### src/rtl/runner_pkg.sv
// Shared types and constants for the runner sprite motion block.
// Holds the FSM state encoding, sprite_sel codes, default physics
// constants and a helper that maps (state, leg phase) to a sprite code.
package runner_pkg;

  typedef enum logic [2:0] {
    ST_IDLE = 3'd0,
    ST_RUN  = 3'd1,
    ST_JUMP = 3'd2,
    ST_DUCK = 3'd3,
    ST_DEAD = 3'd4
  } state_t;

  localparam logic [2:0] SPR_STAND  = 3'd0;
  localparam logic [2:0] SPR_RUN_A  = 3'd1;
  localparam logic [2:0] SPR_RUN_B  = 3'd2;
  localparam logic [2:0] SPR_DUCK_A = 3'd3;
  localparam logic [2:0] SPR_DUCK_B = 3'd4;
  localparam logic [2:0] SPR_DEAD   = 3'd5;

  localparam logic [9:0] DEF_RUNNER_X     = 10'd40;
  localparam logic [9:0] DEF_GROUND_Y     = 10'd300;
  localparam int         DEF_JUMP_V0      = 13;
  localparam int         DEF_GRAVITY      = 1;
  localparam int         DEF_FAST_GRAVITY = 3;
  localparam int         DEF_ANIM_DIV     = 6;

  function automatic logic [2:0] sprite_of(input state_t st, input logic leg);
    logic [2:0] spr;
    spr = SPR_STAND;
    case (st)
      ST_RUN:  spr = leg ? SPR_RUN_B  : SPR_RUN_A;
      ST_DUCK: spr = leg ? SPR_DUCK_B : SPR_DUCK_A;
      ST_DEAD: spr = SPR_DEAD;
      default: spr = SPR_STAND;
    endcase
    return spr;
  endfunction

endpackage

### src/rtl/key_edge_latch.sv
// Rising-edge detector with a sticky pending flag.
// A 0->1 transition of i_key sets o_pending on the following clock; the
// flag holds until i_consume clears it, so presses between frame ticks
// are never lost. The previous-key register resets to 1 so a key held
// through reset does not register as a press.
// Ports: i_clk, i_rst (sync, active-high), i_key (level), i_consume,
//        o_pending (registered flag).
module key_edge_latch (
  input  logic i_clk,
  input  logic i_rst,
  input  logic i_key,
  input  logic i_consume,
  output logic o_pending
);

  logic r_prev;
  logic r_pending;
  logic w_rise;

  assign w_rise = i_key & ~r_prev;

  always_ff @(posedge i_clk) begin
    if (i_rst) begin
      r_prev    <= 1'b1;
      r_pending <= 1'b0;
    end else begin
      r_prev <= i_key;
      // A fresh press wins over a same-cycle consume so it is not dropped.
      if (w_rise)
        r_pending <= 1'b1;
      else if (i_consume)
        r_pending <= 1'b0;
    end
  end

  assign o_pending = r_pending;

endmodule

### src/rtl/runner_motion.sv
// Runner sprite motion controller: jump physics, ducking, leg animation
// and death handling, advanced once per video frame tick.
// Ports: Clk50 (clock), Reset (sync, active-high), frame_tick (1-clock
//        pulse per frame), jump_key / duck_key / game_over (levels),
//        RunnerX / RunnerY (sprite origin), sprite_sel (sprite code),
//        running (1 in RUN, JUMP or DUCK). All outputs are registered.
//
// state | meaning
// IDLE  | standing on the ground before the first jump
// RUN   | on the ground, legs animating
// JUMP  | airborne, ballistic update every frame tick
// DUCK  | on the ground with duck key held, legs animating
// DEAD  | hit by an obstacle, frozen until a new jump press
module runner_motion
  import runner_pkg::*;
#(
  parameter logic [9:0] RUNNER_X     = DEF_RUNNER_X,
  parameter logic [9:0] GROUND_Y     = DEF_GROUND_Y,
  parameter int         JUMP_V0      = DEF_JUMP_V0,
  parameter int         GRAVITY      = DEF_GRAVITY,
  parameter int         FAST_GRAVITY = DEF_FAST_GRAVITY,
  parameter int         ANIM_DIV     = DEF_ANIM_DIV
) (
  input  logic       Clk50,
  input  logic       Reset,
  input  logic       frame_tick,
  input  logic       jump_key,
  input  logic       duck_key,
  input  logic       game_over,
  output logic [9:0] RunnerX,
  output logic [9:0] RunnerY,
  output logic [2:0] sprite_sel,
  output logic       running
);

  localparam logic signed [6:0] VEL_LAUNCH = 7'(-JUMP_V0);
  localparam logic [7:0]        ANIM_LAST  = 8'(ANIM_DIV - 1);

  state_t            r_state;
  logic [9:0]        r_y;
  logic signed [6:0] r_vel;
  logic [7:0]        r_anim_cnt;
  logic              r_leg;
  logic [2:0]        r_sprite;
  logic              r_running;

  logic               w_pending;
  logic               w_consume;
  logic               w_hit;
  logic signed [11:0] w_y_sum;
  logic               w_land;
  logic [9:0]         w_y_air;
  logic signed [7:0]  w_grav;
  logic signed [7:0]  w_vel_sum;
  logic signed [6:0]  w_vel_nxt;
  logic               w_anim_wrap;
  logic [7:0]         w_anim_nxt;
  logic               w_leg_nxt;

  // The flag is consumed on every tick except when game_over blocks the
  // tick's transition (DEAD entry, or staying DEAD), so a press made
  // while dead survives until the collision clears.
  assign w_consume = frame_tick & ~(game_over & (r_state != ST_IDLE));

  key_edge_latch u_jump_latch (
    .i_clk     (Clk50),
    .i_rst     (Reset),
    .i_key     (jump_key),
    .i_consume (w_consume),
    .o_pending (w_pending)
  );

  assign w_hit = game_over &
                 ((r_state == ST_RUN) | (r_state == ST_JUMP) | (r_state == ST_DUCK));

  assign w_y_sum = $signed({2'b00, r_y}) + $signed({{5{r_vel[6]}}, r_vel});
  assign w_land  = (w_y_sum >= $signed({2'b00, GROUND_Y}));
  assign w_y_air = w_y_sum[11] ? 10'd0 : w_y_sum[9:0];

  assign w_grav    = duck_key ? 8'(FAST_GRAVITY) : 8'(GRAVITY);
  assign w_vel_sum = {r_vel[6], r_vel} + w_grav;
  assign w_vel_nxt = (w_vel_sum > 8'sd63) ? 7'sd63 : w_vel_sum[6:0];

  assign w_anim_wrap = (r_anim_cnt == ANIM_LAST);
  assign w_anim_nxt  = w_anim_wrap ? 8'd0 : r_anim_cnt + 8'd1;
  assign w_leg_nxt   = r_leg ^ w_anim_wrap;

  always_ff @(posedge Clk50) begin
    if (Reset) begin
      r_state    <= ST_IDLE;
      r_y        <= GROUND_Y;
      r_vel      <= '0;
      r_anim_cnt <= '0;
      r_leg      <= 1'b0;
      r_sprite   <= SPR_STAND;
      r_running  <= 1'b0;
    end else if (w_hit) begin
      // Death is taken immediately, not at the next frame; position freezes.
      r_state    <= ST_DEAD;
      r_anim_cnt <= '0;
      r_leg      <= 1'b0;
      r_sprite   <= SPR_DEAD;
      r_running  <= 1'b0;
    end else if (frame_tick) begin
      case (r_state)
        ST_IDLE: begin
          if (w_pending) begin
            r_state   <= ST_JUMP;
            r_vel     <= VEL_LAUNCH;
            r_sprite  <= SPR_STAND;
            r_running <= 1'b1;
          end
        end
        ST_RUN: begin
          if (w_pending) begin
            r_state    <= ST_JUMP;
            r_vel      <= VEL_LAUNCH;
            r_anim_cnt <= '0;
            r_leg      <= 1'b0;
            r_sprite   <= SPR_STAND;
          end else if (duck_key) begin
            r_state    <= ST_DUCK;
            r_anim_cnt <= '0;
            r_leg      <= 1'b0;
            r_sprite   <= SPR_DUCK_A;
          end else begin
            r_anim_cnt <= w_anim_nxt;
            r_leg      <= w_leg_nxt;
            r_sprite   <= sprite_of(ST_RUN, w_leg_nxt);
          end
        end
        ST_DUCK: begin
          if (!duck_key) begin
            r_state    <= ST_RUN;
            r_anim_cnt <= '0;
            r_leg      <= 1'b0;
            r_sprite   <= SPR_RUN_A;
          end else begin
            r_anim_cnt <= w_anim_nxt;
            r_leg      <= w_leg_nxt;
            r_sprite   <= sprite_of(ST_DUCK, w_leg_nxt);
          end
        end
        ST_JUMP: begin
          if (w_land) begin
            r_y        <= GROUND_Y;
            r_vel      <= '0;
            r_state    <= duck_key ? ST_DUCK : ST_RUN;
            r_anim_cnt <= '0;
            r_leg      <= 1'b0;
            r_sprite   <= duck_key ? SPR_DUCK_A : SPR_RUN_A;
          end else begin
            r_y   <= w_y_air;
            r_vel <= w_vel_nxt;
          end
        end
        ST_DEAD: begin
          if (w_pending && !game_over) begin
            r_state    <= ST_RUN;
            r_y        <= GROUND_Y;
            r_vel      <= '0;
            r_anim_cnt <= '0;
            r_leg      <= 1'b0;
            r_sprite   <= SPR_RUN_A;
            r_running  <= 1'b1;
          end
        end
        default: begin
          r_state   <= ST_IDLE;
          r_sprite  <= SPR_STAND;
          r_running <= 1'b0;
        end
      endcase
    end
  end

  assign RunnerX    = RUNNER_X;
  assign RunnerY    = r_y;
  assign sprite_sel = r_sprite;
  assign running    = r_running;

endmodule

### config.mk
export PLATFORM = sky130hd
export DESIGN_NAME = runner_motion
export DESIGN_NICKNAME = d
export VERILOG_FILES = /design/src/rtl/runner_pkg.sv /design/src/rtl/key_edge_latch.sv /design/src/rtl/runner_motion.sv
export SDC_FILE = /design/constraint.sdc
export NUM_CORES = 1
export LEC_CHECK = 0
export ABC_AREA = 1
export BUFFER_PORTS_ARGS = -buffer_cell sky130_fd_sc_hd__buf_4
export CAP_MARGIN = 20
export CORE_ASPECT_RATIO = 1.75
export CORE_MARGIN = 2
export CORE_UTILIZATION = 50
export DETAILED_ROUTE_END_ITERATION = 8
export GPL_ROUTABILITY_DRIVEN = 0
export MAX_ROUTING_LAYER = met4
export PLACE_DENSITY = 0.7
export REMOVE_ABC_BUFFERS = 1
export SKIP_CTS_REPAIR_TIMING = 1
export SLEW_MARGIN = 15
export SYNTH_ARGS = -nofsm -noshare
export SYNTH_HDL_FRONTEND = slang
export SYNTH_HIERARCHICAL = 1
export SYNTH_SLANG_ARGS = --single-unit
export TNS_END_PERCENT = 100
### constraint.sdc
create_clock -name Clk50 -period 2.95 [get_ports Clk50]
set_clock_uncertainty 0.05 [all_clocks]
set_input_delay 0.1475 -clock Clk50 [delete_from_list [all_inputs] [get_ports Clk50]]
set_output_delay 0.1475 -clock Clk50 [all_outputs]
set_load 0.01 [all_outputs]
==> results.toml <==
[status]
outcome = "completed"

[die]
coreArea_um2 = 5260
start_util_pct = 51.8
dieArea_um2 = 6070
io_pins = 30
rows = 35
die_h_um = 102
fp.dieW_um = 59.8

[timing]
fin_crit_ns = 2.52
hold_viol_final = 0
fin_crit_sh_pct = 85.5
clock.fmax_ghz = 0.396
setup_viol = 0
rsz0062_at_grt = "false"
drv_slew = 0
slew_headroom_pct = 66.2
tightest_slew_ns = 0.502
tns_ns = 0

[clock_network]
clk_pin_slew_ns = 0.08
clock_path_buffers = 2
cts_tree = "built"
cts_root_buf = "clkbuf_8"
cts_htree_levels = 2
worstSkewPairLatency_ns = 0.29
cts-buffers-inserted = 5
clock_sinks = 35

[synthesis]
synth_top_area_cell = "dfxtp_1"
seq_area_frac_synth_pct = 25.7
synth_cell_types = 43
synth_area_leaders = "dfxtp_1 26%, nand2_1 14%, inv_1 8.0%, ha_1 6.4%, nor2_1 5.8%"
async_flop_share_pct = 0
synth_flop_cell = "dfxtp_1"
synth_edf_count = 0
synth_seq_cells = 35
synth_top_area_share_pct = 25.7
avgSynthCellArea_um2 = 6.53
synth_area_um2 = 2720
yosysWarnings = 6
netlist_instances = 417

[pwr]
p_sw_mw = 0.997
combPwrFrac_pct = 51.2
p_seq_share_pct = 30.2
p_total_mw = 2.13
swShare_pct = 46.8
p_leak_nw = 1.53
clock_power_share_pct = 18.6
ir_drop_mv = 0.416
power.internal_mw = 1.13
power_density_nw_per_um2 = 708

[global_route]
grt.overflow.total = 0
grtUsageTotal_pct = 25.5
grt_pass1_wl_um = 11500
grt_max_degree = 18
grt_pass1_vias = 2722
antenna_found_initial = 0

[layout]
num_antenna_cells = 0
drive_gt1_share_pct = 16.0
final_cells = 498
nets = 464
area_growth_pct = 10.4

[critical_path]
crit_path_start_kind = "register"
path_class = "register to register"
slowest_stage = "dfxtp_1"
critPathMostFrequentCell = "nand2_2"
path_cells = "ha_1 > nand2_2 > inv_2 > a21oi_2 > nand2_2 > nand2_2 > nand2_2 > nor2_2 > inv_1 > nand2_2 > nand2_2 > nand3_4 > nand2_4 > nor2_4 > nand2_1 > nand2_1 > nor2_1"
cp_num_buf_inv = 2
cp.required_ns = 3.07
max_stage_delay_ns = 0.51
arrival_ns = 2.64
crit_family = "simple AND/OR/NAND/NOR gates"
cp-end-kind = "register"
crit_path_max_fanout = 9

[route]
routed.top_layer = "met4"
routed_wl_um = 6740
wl_met3_um = 192
met1_length_um = 2310
remaining_drc_errors = 0
drt_iter0_markers = 101
post_drt_wl_per_cell_um = 13.5
dr.pass1.iters = 4
ant_nets = 0
wl_met2_um = 3870
num_vias = 2701
vias_per_cell = 5.42

[placement]
io_buffers = 19
place_inst = 490
dp_hpwl_um = 5450

[min_path]
hp-class = "primary input to register"

[run]
max_cap_violations = 0
## through the flow
stage,hold slack (ns),worst slack (ns),area (µm²),util (%)
final,0.00261,0.426,3010,57.2
after global routing,0.0199,0.180,3010,57.2
after CTS,-0.00180,0.443,3010,57.2
after detailed placement,0.295,0.451,2900,55.2
after global placement,0.288,0.499,2900,55.2
after floorplan,0.160,0.631,2670,-
## worst register-to-register path: stages (launching register included)
cell,delay [ns]
dfxtp_1,0.51
ha_1,0.36
nand2_2,0.12
inv_2,0.04
a21oi_2,0.15
nand2_2,0.10
nand2_2,0.07
nand2_2,0.06
nor2_2,0.12
inv_1,0.06
nand2_2,0.12
nand2_2,0.10
nand3_4,0.11
nand2_4,0.09
nor2_4,0.20
nand2_1,0.07
nand2_1,0.07
nor2_1,0.04
## Yosys cell counts, drive strengths merged, types with 3 or more instances
cell type	count
nor3	6
o21ai	27
dfxtp	35
nand2	118
nand3	26
buf	11
nor2	49
nand4	6
a31oi	3
xor2	4
nor3b	4
ha	14
a211oi	3
inv	62
a21oi	34
## power by group through the flow
| stage | Combinational (mW) | Clock (mW) | Sequential (mW) |
|---|---|---|---|
| 2_1_floorplan | 0.800 | 0 | 0.645 |
| 3_3_place_gp | 1.07 | 0 | 0.649 |
| 3_5_place_dp | 1.09 | 0 | 0.651 |
| 4_1_cts | 1.09 | 0.407 | 0.640 |
| 5_1_grt | 1.26 | 0.422 | 0.651 |
| 6_report | 1.09 | 0.397 | 0.642 |
## per-layer routing
| layer | track usage, % | vias to the layer above |
|---|---|---|
| met5 | - | - |
| met4 | 14.0 | 0 |
| met3 | 3.19 | 27 |
| met2 | 49.0 | 63 |
| met1 | 22.4 | 1243 |
| li1 | - | 1368 |
## registers in the layout, indices dropped and copies added, names as in the netlist
name	count
r_anim_cnt	8
sprite_sel	3
RunnerY	10
r_vel	7
r_leg	1
r_state	3
u_jump_latch/r_prev	1
u_jump_latch/o_pending	1
running	1
## final timing paths
path	from	end	slack [ns]	cells past startpoint
min reg2reg	sprite_sel[1]	sprite_sel[1]	0.42	2
min	jump_key	u_jump_latch/r_prev	0.003	2
max	r_vel[5]	r_anim_cnt[0]	0.43	17
max reg2reg	r_vel[5]	r_anim_cnt[0]	0.43	17
## cell type report
cell class                      instances  area [µm²]
Fill cell                             535        2250
Multi-Input combinational cell        316        1730
Sequential cell                        35         701
Inverter                               62         235
Timing Repair Buffer                   22         165
Clock buffer                            7        96.3
Tap cell                               55        68.8
Clock inverter                          1        7.51
## cell usage in the layout, fill, tap and decap left out, types with 6 or more instances in the layout
master	count
nor2_1	42
buf_4	22
dfxtp_1	35
inv_1	58
clkbuf_8	7
nand4_1	6
ha_1	14
nand2_1	101
conb_1	10
a21oi_1	30
nand3_1	22
nand2_2	12
o21ai_0	23
## cells by family (layout without fill, tap and decap cells)
group                      after synthesis  in the layout  synth area share [%]
and+or+nand+nor                        215            215                  38.1
buffers and inverters                   74             92                  11.7
AOI/OAI and AO/OA                       70             70                  14.7
DFF                                     35             35                  25.7
adders and majority gates               16             16                  7.90
xor gates and xnor gates                 5              5                  1.61
other                                    2             10                 0.276
Note: power is estimated with default switching activity, not from simulation.
